### src/rtl/spi_jetson_bridge.sv
// SPI (mode 0, MSB first) slave bridging a host to core-side TX/RX word FIFOs with a status word.
// Optional status shadow register enabled by defining SPI_SHADOW_STATUS_EN.
module spi_jetson_bridge #(
  parameter int WORD_W     = 32,
  parameter int TAG_W      = 4,
  parameter int DEPTH_LOG2 = 4,
  parameter int AF_LEVEL   = 12,
  parameter int AE_LEVEL   = 2
) (
  input  logic              clk,
  input  logic              rst_n,
  input  logic              spi_clk,
  input  logic              spi_mosi,
  input  logic              spi_cs,
  output logic              spi_miso,
  output logic [1:0]        gpio_wr_status,
  output logic [1:0]        gpio_rd_status,
  input  logic              wr_en,
  input  logic [WORD_W-1:0] wr_din,
  output logic              wr_full,
  input  logic              rd_en,
  output logic              rd_rdy,
  output logic [WORD_W-1:0] rd_dout
);

  localparam int DEPTH = 1 << DEPTH_LOG2;
  localparam int CNT_W = $clog2(WORD_W) + 1;
  localparam int SH_W  = WORD_W - TAG_W - 3;

  localparam logic [DEPTH_LOG2:0] FULL_CNT = (DEPTH_LOG2+1)'(DEPTH);
  localparam logic [DEPTH_LOG2:0] AF_CNT   = (DEPTH_LOG2+1)'(AF_LEVEL);
  localparam logic [DEPTH_LOG2:0] AE_CNT   = (DEPTH_LOG2+1)'(AE_LEVEL);
  localparam logic [CNT_W-1:0]    BITS_W   = CNT_W'(WORD_W);
  localparam logic [CNT_W-1:0]    BITS_SAT = CNT_W'(WORD_W + 1);

  typedef enum logic [1:0] {ST_IDLE, ST_LOAD, ST_SHIFT} state_t;

  // ---------------- synchronisers and edge detection ----------------
  logic [1:0] sck_s, mosi_s, cs_s;
  logic       sck_q, cs_q;

  always_ff @(posedge clk or negedge rst_n) begin
    if (!rst_n) begin
      sck_s  <= '0;
      mosi_s <= '0;
      cs_s   <= '1;
      sck_q  <= 1'b0;
      cs_q   <= 1'b1;
    end else begin
      sck_s  <= {sck_s[0], spi_clk};
      mosi_s <= {mosi_s[0], spi_mosi};
      cs_s   <= {cs_s[0], spi_cs};
      sck_q  <= sck_s[1];
      cs_q   <= cs_s[1];
    end
  end

  logic sck_rise, sck_fall, cs_fall, cs_rise;
  assign sck_rise = sck_s[1] & ~sck_q;
  assign sck_fall = ~sck_s[1] & sck_q;
  assign cs_fall  = ~cs_s[1] & cs_q;
  assign cs_rise  = cs_s[1] & ~cs_q;

  // ---------------- frame FSM ----------------
  state_t state, state_n;
  logic   do_start, do_load, do_end, in_frame;

  always_ff @(posedge clk or negedge rst_n) begin
    if (!rst_n) state <= ST_IDLE;
    else        state <= state_n;
  end

  always_comb begin
    state_n  = state;
    do_start = 1'b0;
    do_load  = 1'b0;
    do_end   = 1'b0;
    case (state)
      ST_IDLE: begin
        if (cs_fall) begin
          do_start = 1'b1;
          state_n  = ST_LOAD;
        end
      end
      ST_LOAD: begin
        do_load = 1'b1;
        if (cs_rise) begin
          do_end  = 1'b1;
          state_n = ST_IDLE;
        end else begin
          state_n = ST_SHIFT;
        end
      end
      ST_SHIFT: begin
        if (cs_rise) begin
          do_end  = 1'b1;
          state_n = ST_IDLE;
        end
      end
      default: state_n = ST_IDLE;
    endcase
  end

  assign in_frame = (state != ST_IDLE);

  // ---------------- TX FIFO (core -> host) ----------------
  logic [WORD_W-1:0]     tx_mem [DEPTH];
  logic [DEPTH_LOG2-1:0] tx_wp, tx_rp;
  logic [DEPTH_LOG2:0]   tx_cnt;
  logic                  tx_empty, tx_full, tx_push, tx_pop, core_data;

  assign tx_empty = (tx_cnt == '0);
  assign tx_full  = (tx_cnt == FULL_CNT);
  assign tx_pop   = do_load & ~tx_empty;

`ifdef SPI_SHADOW_STATUS_EN
  logic [SH_W-1:0] shadow;
  logic            wr_tag0;
  assign wr_tag0   = (wr_din[WORD_W-1 -: TAG_W] == '0);
  assign core_data = wr_en & ~wr_tag0;

  always_ff @(posedge clk or negedge rst_n) begin
    if (!rst_n)                 shadow <= '0;
    else if (wr_en && wr_tag0)  shadow <= wr_din[SH_W-1:0];
  end
`else
  logic [SH_W-1:0] shadow;
  assign core_data = wr_en;
  assign shadow    = '0;
`endif

  assign tx_push = core_data & (~tx_full | tx_pop);

  always_ff @(posedge clk) begin
    if (tx_push) tx_mem[tx_wp] <= wr_din;
  end

  always_ff @(posedge clk or negedge rst_n) begin
    if (!rst_n) begin
      tx_wp  <= '0;
      tx_rp  <= '0;
      tx_cnt <= '0;
    end else begin
      if (tx_push) tx_wp <= tx_wp + 1'b1;
      if (tx_pop)  tx_rp <= tx_rp + 1'b1;
      case ({tx_push, tx_pop})
        2'b10:   tx_cnt <= tx_cnt + 1'b1;
        2'b01:   tx_cnt <= tx_cnt - 1'b1;
        default: tx_cnt <= tx_cnt;
      endcase
    end
  end

  // ---------------- shift registers and bit counter ----------------
  logic [WORD_W-1:0] tx_shift, rx_shift, status_word;
  logic [CNT_W-1:0]  bit_cnt;
  logic              tx_is_status, overflow, frame_err;

  assign status_word = {{TAG_W{1'b0}}, overflow, frame_err, tx_empty, shadow};

  always_ff @(posedge clk or negedge rst_n) begin
    if (!rst_n) begin
      tx_shift     <= '0;
      tx_is_status <= 1'b0;
    end else if (do_load) begin
      tx_shift     <= tx_empty ? status_word : tx_mem[tx_rp];
      tx_is_status <= tx_empty;
    end else if (in_frame && sck_fall) begin
      tx_shift     <= {tx_shift[WORD_W-2:0], 1'b0};
    end
  end

  always_ff @(posedge clk or negedge rst_n) begin
    if (!rst_n) begin
      rx_shift <= '0;
      bit_cnt  <= '0;
    end else if (do_start) begin
      bit_cnt  <= '0;
    end else if (in_frame && sck_rise) begin
      rx_shift <= {rx_shift[WORD_W-2:0], mosi_s[1]};
      if (bit_cnt != BITS_SAT) bit_cnt <= bit_cnt + 1'b1;
    end
  end

  // ---------------- RX FIFO (host -> core) ----------------
  logic [WORD_W-1:0]     rx_mem [DEPTH];
  logic [DEPTH_LOG2-1:0] rx_wp, rx_rp;
  logic [DEPTH_LOG2:0]   rx_cnt;
  logic                  rx_empty, rx_full, rx_push, rx_pop, rx_want, complete;
  logic                  ovf_set, ferr_set, flag_clr;

  assign rx_empty = (rx_cnt == '0);
  assign rx_full  = (rx_cnt == FULL_CNT);
  assign rx_pop   = rd_en & ~rx_empty;
  assign complete = do_end & (bit_cnt == BITS_W);
  assign rx_want  = complete & (rx_shift[WORD_W-1 -: TAG_W] != '0);
  assign rx_push  = rx_want & (~rx_full | rx_pop);
  assign ovf_set  = rx_want & rx_full & ~rx_pop;
  assign ferr_set = do_end & ~complete;
  assign flag_clr = complete & tx_is_status;

  always_ff @(posedge clk) begin
    if (rx_push) rx_mem[rx_wp] <= rx_shift;
  end

  always_ff @(posedge clk or negedge rst_n) begin
    if (!rst_n) begin
      rx_wp  <= '0;
      rx_rp  <= '0;
      rx_cnt <= '0;
    end else begin
      if (rx_push) rx_wp <= rx_wp + 1'b1;
      if (rx_pop)  rx_rp <= rx_rp + 1'b1;
      case ({rx_push, rx_pop})
        2'b10:   rx_cnt <= rx_cnt + 1'b1;
        2'b01:   rx_cnt <= rx_cnt - 1'b1;
        default: rx_cnt <= rx_cnt;
      endcase
    end
  end

  // A flag raised by the same cs rise that would clear it stays set.
  always_ff @(posedge clk or negedge rst_n) begin
    if (!rst_n) begin
      overflow  <= 1'b0;
      frame_err <= 1'b0;
    end else begin
      overflow  <= ovf_set  | (overflow  & ~flag_clr);
      frame_err <= ferr_set | (frame_err & ~flag_clr);
    end
  end

  // ---------------- outputs ----------------
  assign spi_miso       = tx_shift[WORD_W-1];
  assign wr_full        = tx_full;
  assign rd_rdy         = ~rx_empty;
  assign rd_dout        = rx_empty ? '0 : rx_mem[rx_rp];
  assign gpio_wr_status = {(rx_cnt <= AE_CNT) | rx_full, (rx_cnt >= AF_CNT) | rx_full};
  assign gpio_rd_status = {(tx_cnt <= AE_CNT) | tx_empty, (tx_cnt >= AF_CNT) | tx_empty};

endmodule

### config.mk
export PLATFORM = sky130hd
export DESIGN_NAME = spi_jetson_bridge
export DESIGN_NICKNAME = d
export VERILOG_FILES = /design/src/rtl/spi_jetson_bridge.sv
export SDC_FILE = /design/constraint.sdc
export NUM_CORES = 1
export LEC_CHECK = 0
export CAP_MARGIN = 5
export CELL_PAD_IN_SITES_DETAIL_PLACEMENT = 1
export CELL_PAD_IN_SITES_GLOBAL_PLACEMENT = 1
export CORE_MARGIN = 4
export CORE_UTILIZATION = 30
export CTS_CLUSTER_DIAMETER = 30
export DETAILED_ROUTE_END_ITERATION = 6
export GPL_ROUTABILITY_DRIVEN = 0
export PLACE_DENSITY = 0.49
export SLEW_MARGIN = 20
export SYNTH_ARGS = -nofsm -noshare
export SYNTH_HDL_FRONTEND = slang
export SYNTH_SLANG_ARGS = --single-unit
### constraint.sdc
create_clock -name clk -period 7.4 [get_ports clk]
set_input_delay 1.48 -clock clk [delete_from_list [all_inputs] [get_ports clk]]
set_output_delay 1.48 -clock clk [all_outputs]
set_load 0.05 [all_outputs]
# == Word-level counts from Yosys, hierarchy flattened ==
# Memory sizes are Yosys's and may differ from the RTL's.
# Index checks and enable logic that the tools add are counted.
# op_classes
addsub,9
n_eq_ne,12
n_shift,0
magnitude_cmp,4
reduce_logical,16
n_bitwise,36
n_mul,0
n_mux,22
n_div,0
# op_table
cell,n
$mux W32,4
$pmux W5 S2,2
$mux W6,3
$add A4 B1 Y4 const B,4
$and A1 B1 Y1,16
$not A1 Y1,12
$reduce_bool A2 Y1,6
$add A5 B1 Y5 const B,2
$eq A5 B5 Y1 const B,2
$ge A5 B4 Y1 const B,2
$le A5 B2 Y1 const B,2
$logic_not A5 Y1,2
$sub A5 B1 Y5 const B,2
$mux W1,9
$or A1 B1 Y1,8
$add A6 B1 Y6 const B,1
$eq A2 B1 Y1 const B,3
$eq A2 B2 Y1 const B,3
$eq A6 B6 Y1 const B,1
$mux W2,3
$ne A6 B6 Y1 const B,1
$pmux W2 S3,1
$reduce_and A2 Y1,3
$ne A2 B2 Y1 const B,2
other kinds (4),5
# word_totals
rom_bits,0
mem_bits_rw,1024
wordCells,119
regBits,109
input_bits,39
n_memories,2
latch_bits,0
# memory_table
name,depth,word_bits,rd,rd_clocked_by_memory_dff,wr,line_no,text
rx_mem,16,32,1,0,1,186,logic [WORD_W-1:0] rx_mem [DEPTH];
tx_mem,16,32,1,0,1,107,logic [WORD_W-1:0] tx_mem [DEPTH];

# == Logic depth before layout (Yosys ltp) ==
# logic_depth
ltp_word,9
depth_mapped,12
ltp_nobuf,12

# == Least setup slack after synthesis ==
# Ideal clock, no wire load.
# synth_timing
path_type,input to register
startpoint,input rd_en
endpoint,memory rx_mem[3][0] (enable)
required_time_ps,6939
stages,5
slack_ps,2755
setup_ps,461
arrival_ps,4184
path_buffers,1
path_cell_list,or3b_1 nor2b_4 buf_6 nand2_1 nor3_1
# synth_between
elab_chain_cells,5
# synth_lines
item,line_no,text
from (decl),21,"input logic rd_en,"
$and A1 B1 Y1,194,assign rx_pop = rd_en & ~rx_empty;
$or A1 B1 Y1,197,assign rx_push = rx_want & (~rx_full | rx_pop);
$and A1 B1 Y1,197,
$mux W1,203,if (rx_push) rx_mem[rx_wp] <= rx_shift;
$mux W1 (implied by the code),203,
to (decl),186,
# No other way between the ends.

# == Worst setup path after layout ==
# layout_timing
startpoint,register rx_rp[0]
endpoint,output rd_dout[10]
# layout_between
elab_chain_cells,2
# layout_lines
item,line_no,text
from (decl),187,"logic [DEPTH_LOG2-1:0] rx_wp, rx_rp;"
from (signal assigned),213,if (rx_pop) rx_rp <= rx_rp + 1'b1;
$mem_v2 Z16 W32,n/a,
$mux W32,237,assign rd_dout = rx_empty ? '0 : rx_mem[rx_rp];
to (decl),23,output logic [WORD_W-1:0] rd_dout
# No other way between the ends.

==> flow_metrics.tcl <==
set metrics [dict create \
    drt_iter0_markers 1303 \
    yosysSeqAreaShare_pct 76.3 \
    synthDistinctLibCells 58 \
    grt_max_degree 71 \
    crit_path_start "rx_rp[0]" \
    cts_setup_buffers 0 \
    numPortBuffers 77 \
    dp_hpwl_um 53100 \
    nFillCells 13841 \
    synth-seq-cells 1133 \
    yosysTopAreaCellShare_pct 70.0 \
    die-height_um 391 \
    regToRegEndpoint "rx_mem[9][11]" \
    setup_viol 0 \
    netlist_instances 2022 \
    worst-r2r-setup-slack_ps 3550 \
    critPathLaunchType "flip-flop" \
    timing.final.crit_share_pct 79.3 \
    fmax_mhz 170 \
    ant_nets 0 \
    rows 140 \
    critical_path.max_fanout 45 \
    synth_area_leaders "edfxtp_1 70%, mux4_2 15%, dfrtp_1 6.0%, mux2_2 1.5%, o21ai_0 0.73%" \
    async_flop_share_pct 9.62 \
    slew_headroom_pct 28.9 \
    whs_path_depth 0 \
    numCtsBuffers 286 \
    worst_pin_slew_ps 1060 \
    yosys_warnings 0 \
    cts_resized 0 \
    syn_nets 2083 \
    first_pass_iters 4 \
    comb_power_share_pct 16.7 \
    pwr-share-seq_pct 34.1 \
    setup_tns_ps 0 \
    grt_overflow 0 \
    tritoncts "done" \
    antenna_found_initial 7 \
    skew_ps 60.4 \
    ctsLongestPathBuffers 4 \
    crit_chain "buf_12, mux4_2, mux4_2, nor2b_1, clkdlybuf4s50_1" \
    avgSynthCellArea_um2 21.7 \
    r2r-start "bit_cnt[3]" \
    crit_family "buffers and inverters" \
    cp-end-kind "output pin" \
    yosysTopAreaCell "edfxtp_1" \
    worst-path-buf-inv 2 \
    p_per_area_nw_per_um2 429 \
    cp_num_cells 5 \
    track_usage_pct 14.9 \
    synth-edff-count 1024 \
    switching_share_pct 26.3 \
    max-cap-violations 0 \
    root_buffer "clkbuf_16" \
    dpl_cell_area_um2 47200 \
    dpl_worst_slack_ps 2250 \
    drive_gt1_share_pct 34.2 \
    crit_end "rd_dout[10]" \
    synthFlopType "edfxtp_1" \
    hold_buffers 0 \
    finalMaxSlewViolations 0 \
    power_switching_mw 6.39 \
    wl_um 112000 \
    crit_path_top_delay_cell "dfrtp_4" \
    critPathRequiredTime_ps 5920 \
    power_frac_clock_pct 49.2 \
    dr_total_vias 21222 \
    wl_per_cell_um 25.2 \
    crit_top_cell "mux4_2" \
    rsz0062_at_grt "false" \
    drcViolationCount 0 \
    final_cell_area_um2 56500 \
    finalHoldViolCount 0 \
    p_leak_nw 18.8 \
    p_int_mw 17.9 \
    cp_slowest_stage_delay_ps 1050 \
    cts.sinks 1133 \
    die_area_um2 153000 \
    viasPerCell 4.76 \
    synthToLayoutAreaGrowth_pct 28.7 \
    outcome "finished, final reports clean" \
    nets 2382 \
    syn_area_um2 43900 \
    io_pins 78 \
    cp.arrival_ps 4390 \
    hold_class "reg -> reg" \
    htreeDepth 5 \
    start_util_pct 30.2 \
    min_period_ps 5870 \
    dieWidth_um 391 \
    grt_pass1_vias 24343 \
    core_area_um2 146000 \
    clk_pin_slew_worst_paths_ps 40 \
    ff2ff_path_depth 6 \
    crit_type "reg -> out" \
    clock_latency_ps 860 \
    holdWs_ps 353 \
    vdd_ir_drop_max_mv 0.229 \
    grt_pass1_wl_um 166000 \
    setup_ws_ps 1530 \
]
[worst min-delay path by stage]
| stage | endpoint | startpoint | slack, ps |
|---|---|---|---|
| final | sck_s[1] | sck_s[0] | 350 |
| after global routing | cs_s[1] | cs_s[0] | 360 |
| after CTS | cs_s[1] | cs_s[0] | 360 |
| after detailed placement | mosi_s[1] | mosi_s[0] | 350 |
| after global placement | sck_s[1] | sck_s[0] | 340 |
| after floorplan | mosi_s[1] | mosi_s[0] | 330 |
[power groups by stage]
stage          sequential, mW  combinational [mW]  clock, mW
5_1_grt                  8.37                4.39       12.6
4_1_cts                  8.30                4.18       12.2
3_3_place_gp             8.36                4.11          0
3_5_place_dp             8.41                4.17          0
6_report                 8.28                4.05       11.9
2_1_floorplan            7.88                3.24          0
[cell usage in the layout, fill, tap and decap left out, drive strengths merged, types with 2 or more instances in the layout]
cell type | synthesis | layout
nor2b | 40 | 40
inv | 20 | 25
clkinvlp | 0 | 23
nor3 | 6 | 6
buf | 42 | 38
a2bb2oi | 2 | 2
a21oi | 39 | 39
and2 | 17 | 17
nand2b | 4 | 4
nor3b | 25 | 25
edfxtp | 1024 | 1024
o21a | 2 | 2
and3 | 2 | 2
nand4 | 7 | 7
dfrtp | 106 | 106
xor2 | 5 | 5
xnor2 | 19 | 19
ha | 21 | 21
clkinv | 0 | 86
or3b | 2 | 2
nand3 | 5 | 5
clkbuf | 61 | 354
diode | 0 | 4
a22oi | 14 | 14
o21ai | 66 | 66
mux2 | 61 | 61
a21o | 3 | 3
dfstp | 3 | 3
clkdlybuf4s50 | 0 | 76
o22a | 7 | 7
nand2 | 54 | 54
bufinv | 0 | 32
mux2i | 26 | 26
o221ai | 2 | 2
mux4 | 289 | 289
a32oi | 2 | 2
or4 | 3 | 3
o22ai | 2 | 2
nor2 | 26 | 26
[metal layers]
metal / up-vias / global-route usage (%) / wire length (um)
met5: - / 0 / 27
met1: 11408 / 18.1 / 46600
met3: 250 / 3.09 / 4590
li1: 9081 / - / -
met4: 4 / 5.95 / 3260
met2: 479 / 26.0 / 57600
[cells by family after synthesis]
family	share of synthesized area, %
flops	76.3
simple gates	2.44
buf+inv	1.17
mux	17.0
compound gates	1.98
fa+ha+maj	0.667
xor+xnor	0.479
[registers in the layout, summed over array words and instances (netlist names), 5 cells and up]
register	count
rx_shift	32
rx_mem	512
tx_shift	32
tx_cnt	5
tx_mem	512
bit_cnt	6
rx_cnt	5
[layout make-up]
type / instances / area, um^2 / area share (%)
diodes: 4 / 10.0 / 0.0177
clock buffers: 354 / 7680 / 13.6
clock inverters: 146 / 1630 / 2.88
inverters: 20 / 75.1 / 0.133
multi-input cells: 766 / 10100 / 17.9
flip-flops and latches: 1133 / 33500 / 59.3
well taps: 1917 / 2400 / 4.25
repair buffers: 114 / 1100 / 1.95
[cell usage after synthesis (all sizes together) (5+ instances only)]
cell type / instances
edfxtp: 1024
xor2: 5
mux2: 61
nor3: 6
mux4: 289
a21oi: 39
a22oi: 14
nor2b: 40
and2: 17
dfrtp: 106
nand4: 7
nand2: 54
buf: 42
nor2: 26
nand3: 5
o22a: 7
mux2i: 26
clkbuf: 61
nor3b: 25
o21ai: 66
ha: 21
inv: 20
xnor2: 19
[stage by stage]
step | total power [mW] | cells | utilization, %
after floorplan | 11.1 | 2022 | -
after global placement | 12.5 | 3950 | 32.4
after detailed placement | 12.6 | 3950 | 32.4
after CTS | 24.7 | 4450 | 38.8
after global routing | 25.3 | 4450 | 38.8
final | 24.3 | 4454 | 38.8
Power figures use the tool's default switching activity.
